**src/rtl/sad_scheduler.sv**
```systemverilog
// sad_scheduler: buffers incoming pixel columns in a small FIFO and feeds them
// one at a time to the SAD disparity engine, tracking each to completion.
// Flags the end of a frame and latches a sticky fault if the engine hangs.
module sad_scheduler #(
  parameter int KERNEL_WIDTH = 3,
  parameter int FIFO_DEPTH   = 8,
  parameter int TIMEOUT      = 64,
  parameter int LAST_H       = 319,
  parameter int LAST_V       = 239
) (
  input  logic                           clk_in,
  input  logic                           rst_n_in,
  input  logic                           col_valid_in,
  output logic                           col_ready_out,
  input  logic [KERNEL_WIDTH*8-1:0]      left_col_in,
  input  logic [KERNEL_WIDTH*8-1:0]      right_col_in,
  input  logic [10:0]                    hcount_in,
  input  logic [9:0]                     vcount_in,
  input  logic                           sad_busy_in,
  input  logic                           sad_done_in,
  output logic                           sad_valid_out,
  output logic [KERNEL_WIDTH*8-1:0]      sad_left_out,
  output logic [KERNEL_WIDTH*8-1:0]      sad_right_out,
  output logic [10:0]                    sad_hcount_out,
  output logic [9:0]                     sad_vcount_out,
  output logic                           in_flight_out,
  output logic                           frame_done_out,
  output logic                           timeout_err_out,
  output logic [$clog2(FIFO_DEPTH):0]    fifo_level_out
);

  localparam int PW = KERNEL_WIDTH * 8;
  localparam int AW = (FIFO_DEPTH > 1) ? $clog2(FIFO_DEPTH) : 1;
  localparam int LW = $clog2(FIFO_DEPTH) + 1;
  localparam int CW = $clog2(TIMEOUT) + 1;
  localparam int EW = 2 * PW + 21;

  localparam logic [LW-1:0] LEVEL_FULL = LW'(FIFO_DEPTH);
  localparam logic [CW-1:0] WDOG_LAST  = CW'(TIMEOUT - 1);
  localparam logic [10:0]   H_LAST     = 11'(LAST_H);
  localparam logic [9:0]    V_LAST     = 10'(LAST_V);

  typedef enum logic [2:0] {
    S_IDLE      = 3'd0,
    S_ISSUE     = 3'd1,
    S_WAIT_BUSY = 3'd2,
    S_WAIT_DONE = 3'd3,
    S_COMPLETE  = 3'd4
  } state_t;

  // Watchdog increment that sticks at all-ones instead of wrapping.
  function automatic logic [CW-1:0] sat_inc(input logic [CW-1:0] v);
    logic [CW-1:0] r;
    if (v == {CW{1'b1}}) begin
      r = v;
    end else begin
      r = v + CW'(1);
    end
    return r;
  endfunction

  // ---------------- column FIFO ----------------
  logic [EW-1:0] mem_q [FIFO_DEPTH];
  logic [AW-1:0] wr_ptr_q, wr_ptr_d;
  logic [AW-1:0] rd_ptr_q, rd_ptr_d;
  logic [LW-1:0] level_q, level_d;
  logic          full_s, empty_s, push_s, pop_s;
  logic [EW-1:0] head_s;

  // ---------------- FSM / output registers ----------------
  state_t        state_q, state_d;
  logic [CW-1:0] wdog_q, wdog_d;
  logic          err_q, err_d;
  logic          valid_q, valid_d;
  logic          fd_q, fd_d;
  logic          inflight_q, inflight_d;
  logic          load_s;
  logic [PW-1:0] left_q, right_q;
  logic [10:0]   hcount_q;
  logic [9:0]    vcount_q;

  assign full_s  = (level_q == LEVEL_FULL);
  assign empty_s = (level_q == '0);
  assign push_s  = col_valid_in & ~full_s;
  assign pop_s   = (state_q == S_ISSUE);
  assign head_s  = mem_q[rd_ptr_q];

  // FIFO pointer and occupancy next-state; pointers wrap naturally at a power-of-2 depth.
  always_comb begin
    wr_ptr_d = wr_ptr_q;
    rd_ptr_d = rd_ptr_q;
    level_d  = level_q;
    if (push_s) begin
      wr_ptr_d = wr_ptr_q + AW'(1);
    end else begin
      wr_ptr_d = wr_ptr_q;
    end
    if (pop_s) begin
      rd_ptr_d = rd_ptr_q + AW'(1);
    end else begin
      rd_ptr_d = rd_ptr_q;
    end
    case ({push_s, pop_s})
      2'b10:   level_d = level_q + LW'(1);
      2'b01:   level_d = level_q - LW'(1);
      default: level_d = level_q;
    endcase
  end

  // FIFO storage; contents need no reset because the pointers define validity.
  always_ff @(posedge clk_in) begin
    if (push_s) begin
      mem_q[wr_ptr_q] <= {left_col_in, right_col_in, hcount_in, vcount_in};
    end
  end

  // FIFO pointer and occupancy registers.
  always_ff @(posedge clk_in or negedge rst_n_in) begin
    if (!rst_n_in) begin
      wr_ptr_q <= '0;
      rd_ptr_q <= '0;
      level_q  <= '0;
    end else begin
      wr_ptr_q <= wr_ptr_d;
      rd_ptr_q <= rd_ptr_d;
      level_q  <= level_d;
    end
  end

  // Issue/track sequencing with watchdog; all outputs derive from the next state.
  always_comb begin
    state_d    = state_q;
    wdog_d     = wdog_q;
    err_d      = err_q;
    valid_d    = 1'b0;
    load_s     = 1'b0;
    case (state_q)
      S_IDLE: begin
        if (!empty_s && !sad_busy_in && !sad_done_in) begin
          state_d = S_ISSUE;
        end else begin
          state_d = S_IDLE;
        end
      end
      S_ISSUE: begin
        load_s  = 1'b1;
        valid_d = 1'b1;
        wdog_d  = '0;
        state_d = S_WAIT_BUSY;
      end
      S_WAIT_BUSY: begin
        wdog_d = sat_inc(wdog_q);
        if (sad_done_in) begin
          state_d = S_COMPLETE;
        end else if (wdog_q == WDOG_LAST) begin
          state_d = S_IDLE;
          err_d   = 1'b1;
        end else if (sad_busy_in) begin
          state_d = S_WAIT_DONE;
        end else begin
          state_d = S_WAIT_BUSY;
        end
      end
      S_WAIT_DONE: begin
        wdog_d = sat_inc(wdog_q);
        if (sad_done_in) begin
          state_d = S_COMPLETE;
        end else if (wdog_q == WDOG_LAST) begin
          state_d = S_IDLE;
          err_d   = 1'b1;
        end else begin
          state_d = S_WAIT_DONE;
        end
      end
      S_COMPLETE: begin
        state_d = S_IDLE;
      end
      default: begin
        state_d = S_IDLE;
      end
    endcase
    inflight_d = (state_d == S_WAIT_BUSY) || (state_d == S_WAIT_DONE) ||
                 (state_d == S_COMPLETE);
    fd_d       = (state_d == S_COMPLETE) && (hcount_q == H_LAST) && (vcount_q == V_LAST);
  end

  // FSM state, watchdog and status strobes.
  always_ff @(posedge clk_in or negedge rst_n_in) begin
    if (!rst_n_in) begin
      state_q    <= S_IDLE;
      wdog_q     <= '0;
      err_q      <= 1'b0;
      valid_q    <= 1'b0;
      fd_q       <= 1'b0;
      inflight_q <= 1'b0;
    end else begin
      state_q    <= state_d;
      wdog_q     <= wdog_d;
      err_q      <= err_d;
      valid_q    <= valid_d;
      fd_q       <= fd_d;
      inflight_q <= inflight_d;
    end
  end

  // Issued column registers; hold their value until the next issue.
  always_ff @(posedge clk_in or negedge rst_n_in) begin
    if (!rst_n_in) begin
      left_q   <= '0;
      right_q  <= '0;
      hcount_q <= '0;
      vcount_q <= '0;
    end else if (load_s) begin
      left_q   <= head_s[EW-1 -: PW];
      right_q  <= head_s[EW-PW-1 -: PW];
      hcount_q <= head_s[20:10];
      vcount_q <= head_s[9:0];
    end else begin
      left_q   <= left_q;
      right_q  <= right_q;
      hcount_q <= hcount_q;
      vcount_q <= vcount_q;
    end
  end

  assign col_ready_out   = ~full_s;
  assign fifo_level_out  = level_q;
  assign sad_valid_out   = valid_q;
  assign sad_left_out    = left_q;
  assign sad_right_out   = right_q;
  assign sad_hcount_out  = hcount_q;
  assign sad_vcount_out  = vcount_q;
  assign in_flight_out   = inflight_q;
  assign frame_done_out  = fd_q;
  assign timeout_err_out = err_q;

endmodule
```
**config.mk**
```make
export PLATFORM = sky130hd
export DESIGN_NAME = sad_scheduler
export DESIGN_NICKNAME = d
export VERILOG_FILES = /design/src/rtl/sad_scheduler.sv
export SDC_FILE = /design/constraint.sdc
export NUM_CORES = 1
export LEC_CHECK = 0
export CORE_ASPECT_RATIO = 0.7
export CORE_MARGIN = 4
export CORE_UTILIZATION = 55
export CTS_BUF_LIST = sky130_fd_sc_hd__clkbuf_4 sky130_fd_sc_hd__clkbuf_8
export DETAILED_ROUTE_END_ITERATION = 16
export HOLD_SLACK_MARGIN = 0.03
export PLACE_DENSITY = 0.77
export SETUP_SLACK_MARGIN = 0.5
export SYNTH_ARGS = -nofsm -noshare
export SYNTH_HDL_FRONTEND = slang
export SYNTH_SLANG_ARGS = --single-unit
```
**constraint.sdc**
```tcl
create_clock -name clk_in -period 6 [get_ports clk_in]
set_input_delay 1.8 -clock clk_in [delete_from_list [all_inputs] [get_ports clk_in]]
set_output_delay 1.8 -clock clk_in [all_outputs]
set_load 0.005 [all_outputs]
```
## Word-level counts from Yosys, hierarchy flattened

Memory sizes are Yosys's and may differ from the RTL's. A register that Yosys moved wholly into a read port is not among the register bits.
Index checks and enable logic that the tools add are counted.

- $add $sub $neg: 5
- Equality and inequality tests: 14
- Muxes and demuxes: 13
- Bitwise logic cells: 3
- Reduce and logical (&&, ||, !) cells: 17

Operators by type and width:

| kind | number |
|---|---|
| 7-bit case mux with 2 select lines | 1 |
| 3-bit by 2-bit == test with 1-bit output, second input constant | 4 |
| 3-bit case mux with 4 select lines | 1 |
| 11-bit by 9-bit == test with 1-bit output, second input constant | 1 |
| 10-bit by 8-bit == test with 1-bit output, second input constant | 1 |
| 4-bit case mux with 2 select lines | 1 |
| 7-bit by 1-bit adder with 7-bit output, second input constant | 1 |
| 7-bit by 6-bit == test with 1-bit output, second input constant | 1 |
| 7-bit == test, second input constant | 1 |
| 7-bit two-way mux | 1 |
| 3-bit by 1-bit adder with 3-bit output, second input constant | 2 |
| 3-bit two-way mux | 2 |
| 1-bit two-way mux | 5 |
| 4-bit by 1-bit adder with 4-bit output, second input constant | 1 |
| 4-bit == test, second input constant | 1 |
| 1-bit logical AND | 4 |
| 1-bit logical NOT | 4 |
| 4-bit logical NOT | 1 |
| 2-bit two-way mux | 2 |
| 2-bit nonzero test | 2 |
| 4-bit by 1-bit subtractor with 4-bit output, second input constant | 1 |
| 3-bit by 1-bit == test with 1-bit output, second input constant | 1 |
| 3-bit == test, second input constant | 1 |
| 3-bit logical NOT | 1 |
| other kinds (9) | 11 |

- Register bits after elaboration: 24
- Memory bits (writable): 552
- Bits of input ports: 74
- Output and inout bits: 78
- Word-level logic and storage cells: 62
- Memories kept: 1

Memory list:

| memory | words | bits a word | read ports | clocked after memory_dff | write ports | line | text |
|---|---|---|---|---|---|---|---|
| mem_q | 8 | 69 | 1 | 1 | 1 | 63 | `logic [EW-1:0] mem_q [FIFO_DEPTH];` |

## Depth between registers and ports, before layout

- Word-level depth: 9
- Gate-level depth with buffers: 10
- Gate-level depth less buffers: 9

## Worst setup path before layout

Ideal clock, no wire load.

- Path type: input to register
- Start point: in col_valid_in
- End point: mem mem_q[0][0] (netlist bit), enable pin
- Library setup time: 0.581 ns
- Arrival time: 6.775 ns
- Required time: 5.419 ns
- Slack: -1.356 ns
- Stages on the path: 3
- Cell sequence: nand2_4 > or2_4 > nor3_1

- Longest elaborated chain between the ends: 3

Ends and longest elaborated chain:

| what | line | text |
|---|---|---|
| start: declaration | 13 | `input logic col_valid_in,` |
| 1-bit AND | 84 | `assign push_s = col_valid_in & ~full_s;` |
| 1-bit two-way mux | 112 | `if (push_s) begin` |
| 1-bit two-way mux (implied by the code) | 113 | `mem_q[wr_ptr_q] <= {left_col_in, right_col_in, hcount_in, vcount_in};` |
| end: declaration | 63 |  |

Every way passes these cells.

## Final worst setup path

- Start point: reg level_q[1], in the netlist fifo_level_out[1]
- End point: out col_ready_out

- Longest elaborated chain between the ends: 2

Ends and longest elaborated chain:

| what | line | text |
|---|---|---|
| start: declaration | 66 | `logic [LW-1:0] level_q, level_d;` |
| start signal: assignment | 126 | `level_q <= level_d;` |
| 4-bit == test | 82 | `assign full_s = (level_q == LEVEL_FULL);` |
| 1-bit inverter | 226 | `assign col_ready_out = ~full_s;` |
| end: declaration | 14 | `output logic col_ready_out,` |

Every way passes these cells.

==> results by group <==
Route
  • Drt via density: 5.79
  • Routed via count: 13400
  • WL/cell: 22.2 µm
  • Residual DRC count: 0
  • Total wire length: roughly 51000 µm
  • Initial DRC Count: 1150
  • Iteration count of the initial detailed-routing pass: 5
  • Antenna-violating nets left: 0

Synthesis
  • Syn. warnings: 0
  • Top-count cell post-synth: edfxtp_1
  • Cell variety after synth: 47
  • Post-synth top cells: 552 x edfxtp_1, 280 x mux2i_1, 151 x nand2_1
  • Top cell type's share of synthesized area: 66.4%
  • Post-Syn Nets: roughly 1500
  • Synth Instances: 1453
  • Mapped Area: 25000 µm²
  • Area contributors post-synth: edfxtp_1 66%, mux2i_1 11%, dfrtp_1 9.3%
  • Post-synth EDFFs: 552
  • Post-Syn Area per Cell: 17.2 µm²
  • Asr flop ratio synth: roughly 14%
  • #FFs+latches synth: 645
  • Top FF cell, synth: edfxtp_1
  • Post-synthesis sequential area ratio: 75.7%
  • Synth area leader: edfxtp_1

Critical path
  • Crit path buffers/inverters: 1
  • Maximum single-stage delay on the critical path: 0.61 ns
  • Crit start category: register
  • Setup crit end kind: output pin
  • CP Max Fanout: 5
  • Critical Path AT: about 2.2 ns
  • Worst endpoint required time: 4.20 ns
  • Cell breakdown of the critical path: or4b_4 > clkdlybuf4s50_1
  • Critical path type: register to output pin
  • Delay-heaviest family, CP: simple AND/OR/NAND/NOR gates
  • Slowest stage cell, crit path: or4b_4

Clock tree
  • CTS Root Cell: clkbuf_8
  • Inserted Clock Buffers: slightly above 90
  • CTS tree: yes
  • Clock Sinks: around 650
  • Post-CTS setup buffer count: 0
  • Clock buffer depth: 3
  • Htree depth: 3
  • Worst skew pair latency: 0.63 ns
  • Post-CTS sizing: 0
  • # hold bufs at CTS: 0
  • Reg clk slew, reported paths: approximately 0.06 ns

Placed design
  • HPWL after detailed placement: 27600 µm
  • I/O Buffers: 151
  • Final GP Congestion: 0.776
  • Place WS: between 1.5 and 2 ns

Timing
  • Final worst-path cycle share: around two thirds
  • Slew Viols, Final: 0
  • Hold WS: about 0.47 ns
  • Post-layout min period: 3.95 ns
  • Setup violation total in the final timing report: 0
  • Clock Skews: 0.0168 ns
  • PnR worst setup slack: 2.05 ns
  • RSZ-0062 raised after global routing: no
  • Highest Clock Rate: ~0.25 GHz
  • Final Hold Viols: 0
  • Slew margin rel.: 20.5%
  • Worst-Margin Slew: 1.19 ns
  • Post-route setup TNS: 0 ns

Global route
  • Initial antenna violation count: 2
  • Vias in the first global route: 13800
  • GRT busiest layer: met2
  • GR Util met2: 34.1%
  • Grt met1 use: 29.1%
  • First-pass GRT wire length: 79300 µm
  • Largest net degree at the start of global routing: around 140
  • Total grt overflow: 0
  • Total global-route track usage: 20.8%
  • Grt met3 use: ~4.3%

Pwr
  • Tot Pwr: approximately 14 mW
  • Leakage: roughly 10 nW
  • Pwr Density: 473 nW/µm²
  • Max VDD drop: 493 µV

Floorplanning
  • CORE AREA: 44300 µm²
  • Ports: 152
  • Rows: 64
  • Starting Density: 56.4%
  • Die Height: 186 µm
  • DIE AREA: 48900 µm²
  • Die Wd: ~260 µm

Final layout
  • Area growth, synth to finish: 15.9%
  • Nets@finish: 1720
  • Share of cells above drive strength 1: 11.6%

Run
  • Max_cap viols: 0

Min path
  • Hold Crit Class: register to register

Status
  • Status: finished, final reports clean
layout by cell type (no fill, tap or decap), drive strengths merged, types with 2 or more instances in the layout:
cell,netlist,final
clkbuf,12,141
or4b,2,2
nor2,13,13
clkdlybuf4s50,0,150
nand3,74,74
ha,6,6
dfrtp,93,93
edfxtp,552,552
and2,3,3
mux2i,280,280
nand2,153,153
buf,67,21
diode,0,3
and4,2,2
nor3,4,4
o21ai,7,7
a22oi,138,138
xnor2,4,4
nand2b,5,5
nor4,2,2
inv,8,7
a31oi,4,4
bufinv,0,8
nand4,3,3
and4b,2,2
clkinv,0,18
nor2b,3,3
kinds of logic (layout without fill, tap and decap cells):
logic type,Yosys count,in the layout,share of synthesized area [%]
compound gates,156,156,4.60
xor+xnor,5,5,0.175
fa+ha+maj,7,7,0.381
buf+inv,87,346,2.87
flops,645,645,75.7
mux,281,281,11.3
other cells,0,3,0
simple gates,272,272,4.94
per-layer routing:
| metal | share of wire (%) | wire length [µm] | up-vias |
|---|---|---|---|
| li1 | - | - | 6016 |
| met1 | 43 | 22200 | 6792 |
| met2 | 48 | 24700 | 480 |
| met3 | 6.9 | 3560 | 75 |
| met4 | 1.7 | 875 | 2 |
| met5 | 0.023 | 12 | - |
power by group:
group | switching [mW] | internal (mW) | leakage [nW] | total, mW
clock network | 1.58 | 2.18 | 1.09 | 3.76
logic | 2.19 | 1.59 | 3.09 | 3.78
registers | 0.410 | 5.74 | 6.16 | 6.15
total | 4.18 | 9.51 | 10.3 | 13.7
per-stage QoR:
| step | utilization (%) | instances | cell area, µm² |
|---|---|---|---|
| 2_1_floorplan | - | 1453 | 25000 |
| 3_3_place_gp | 60.7 | 2139 | 26900 |
| 3_5_place_dp | 60.7 | 2139 | 26900 |
| 4_1_cts | 65.3 | 2306 | 28900 |
| 5_1_grt | 65.3 | 2307 | 28900 |
| 6_report | 65.3 | 2309 | 28900 |
state kept, by name (all words and copies together), names as in the netlist:
register,flops
mem_q,552
sad_left_out,24
sad_right_out,24
sad_hcount_out,11
sad_vcount_out,10
wdog_q,7
fifo_level_out,4
rd_ptr_q,3
state_q,3
wr_ptr_q,3
frame_done_out,1
in_flight_out,1
sad_valid_out,1
timeout_err_out,1
area by class of cell:
type                            instances  area (µm²)
Inverter                                8        31.3
Timing Repair Buffer                  171        1760
Sequential cell                       645       18900
Clock inverter                         26         322
Tap cell                              594         743
Clock buffer                          141        1730
Multi-Input combinational cell        721        5430
Fill cell                            2973       15300
Antenna cell                            3        7.51
tightest hold or removal path: stages (launching register included):
cell     delay (ns)
dfrtp_1        0.34
nand2_1        0.05
nand2_1        0.05
path summary, 6_finish.rpt:
kind | from | to | slack (ns) | cells past startpoint
worst max-delay path | fifo_level_out[1]$_DFFE_PN0P_ | col_ready_out | 2.05 | 2
worst min-delay path | sad_left_out[19]$_DFFE_PN0P_ | sad_left_out[19]$_DFFE_PN0P_ | 0.47 | 2
worst max register to register | state_q[1]$_DFF_PN0_ | fifo_level_out[3]$_DFFE_PN0P_ | 2.30 | 8
worst min register to register | sad_left_out[19]$_DFFE_PN0P_ | sad_left_out[19]$_DFFE_PN0P_ | 0.47 | 2
max in group asynchronous | rst_n_in | sad_left_out[18]$_DFFE_PN0P_ | 3.76 | 2
min in group asynchronous | rst_n_in | sad_vcount_out[4]$_DFFE_PN0P_ | 1.29 | 1
(Power assumes the default switching activity.)
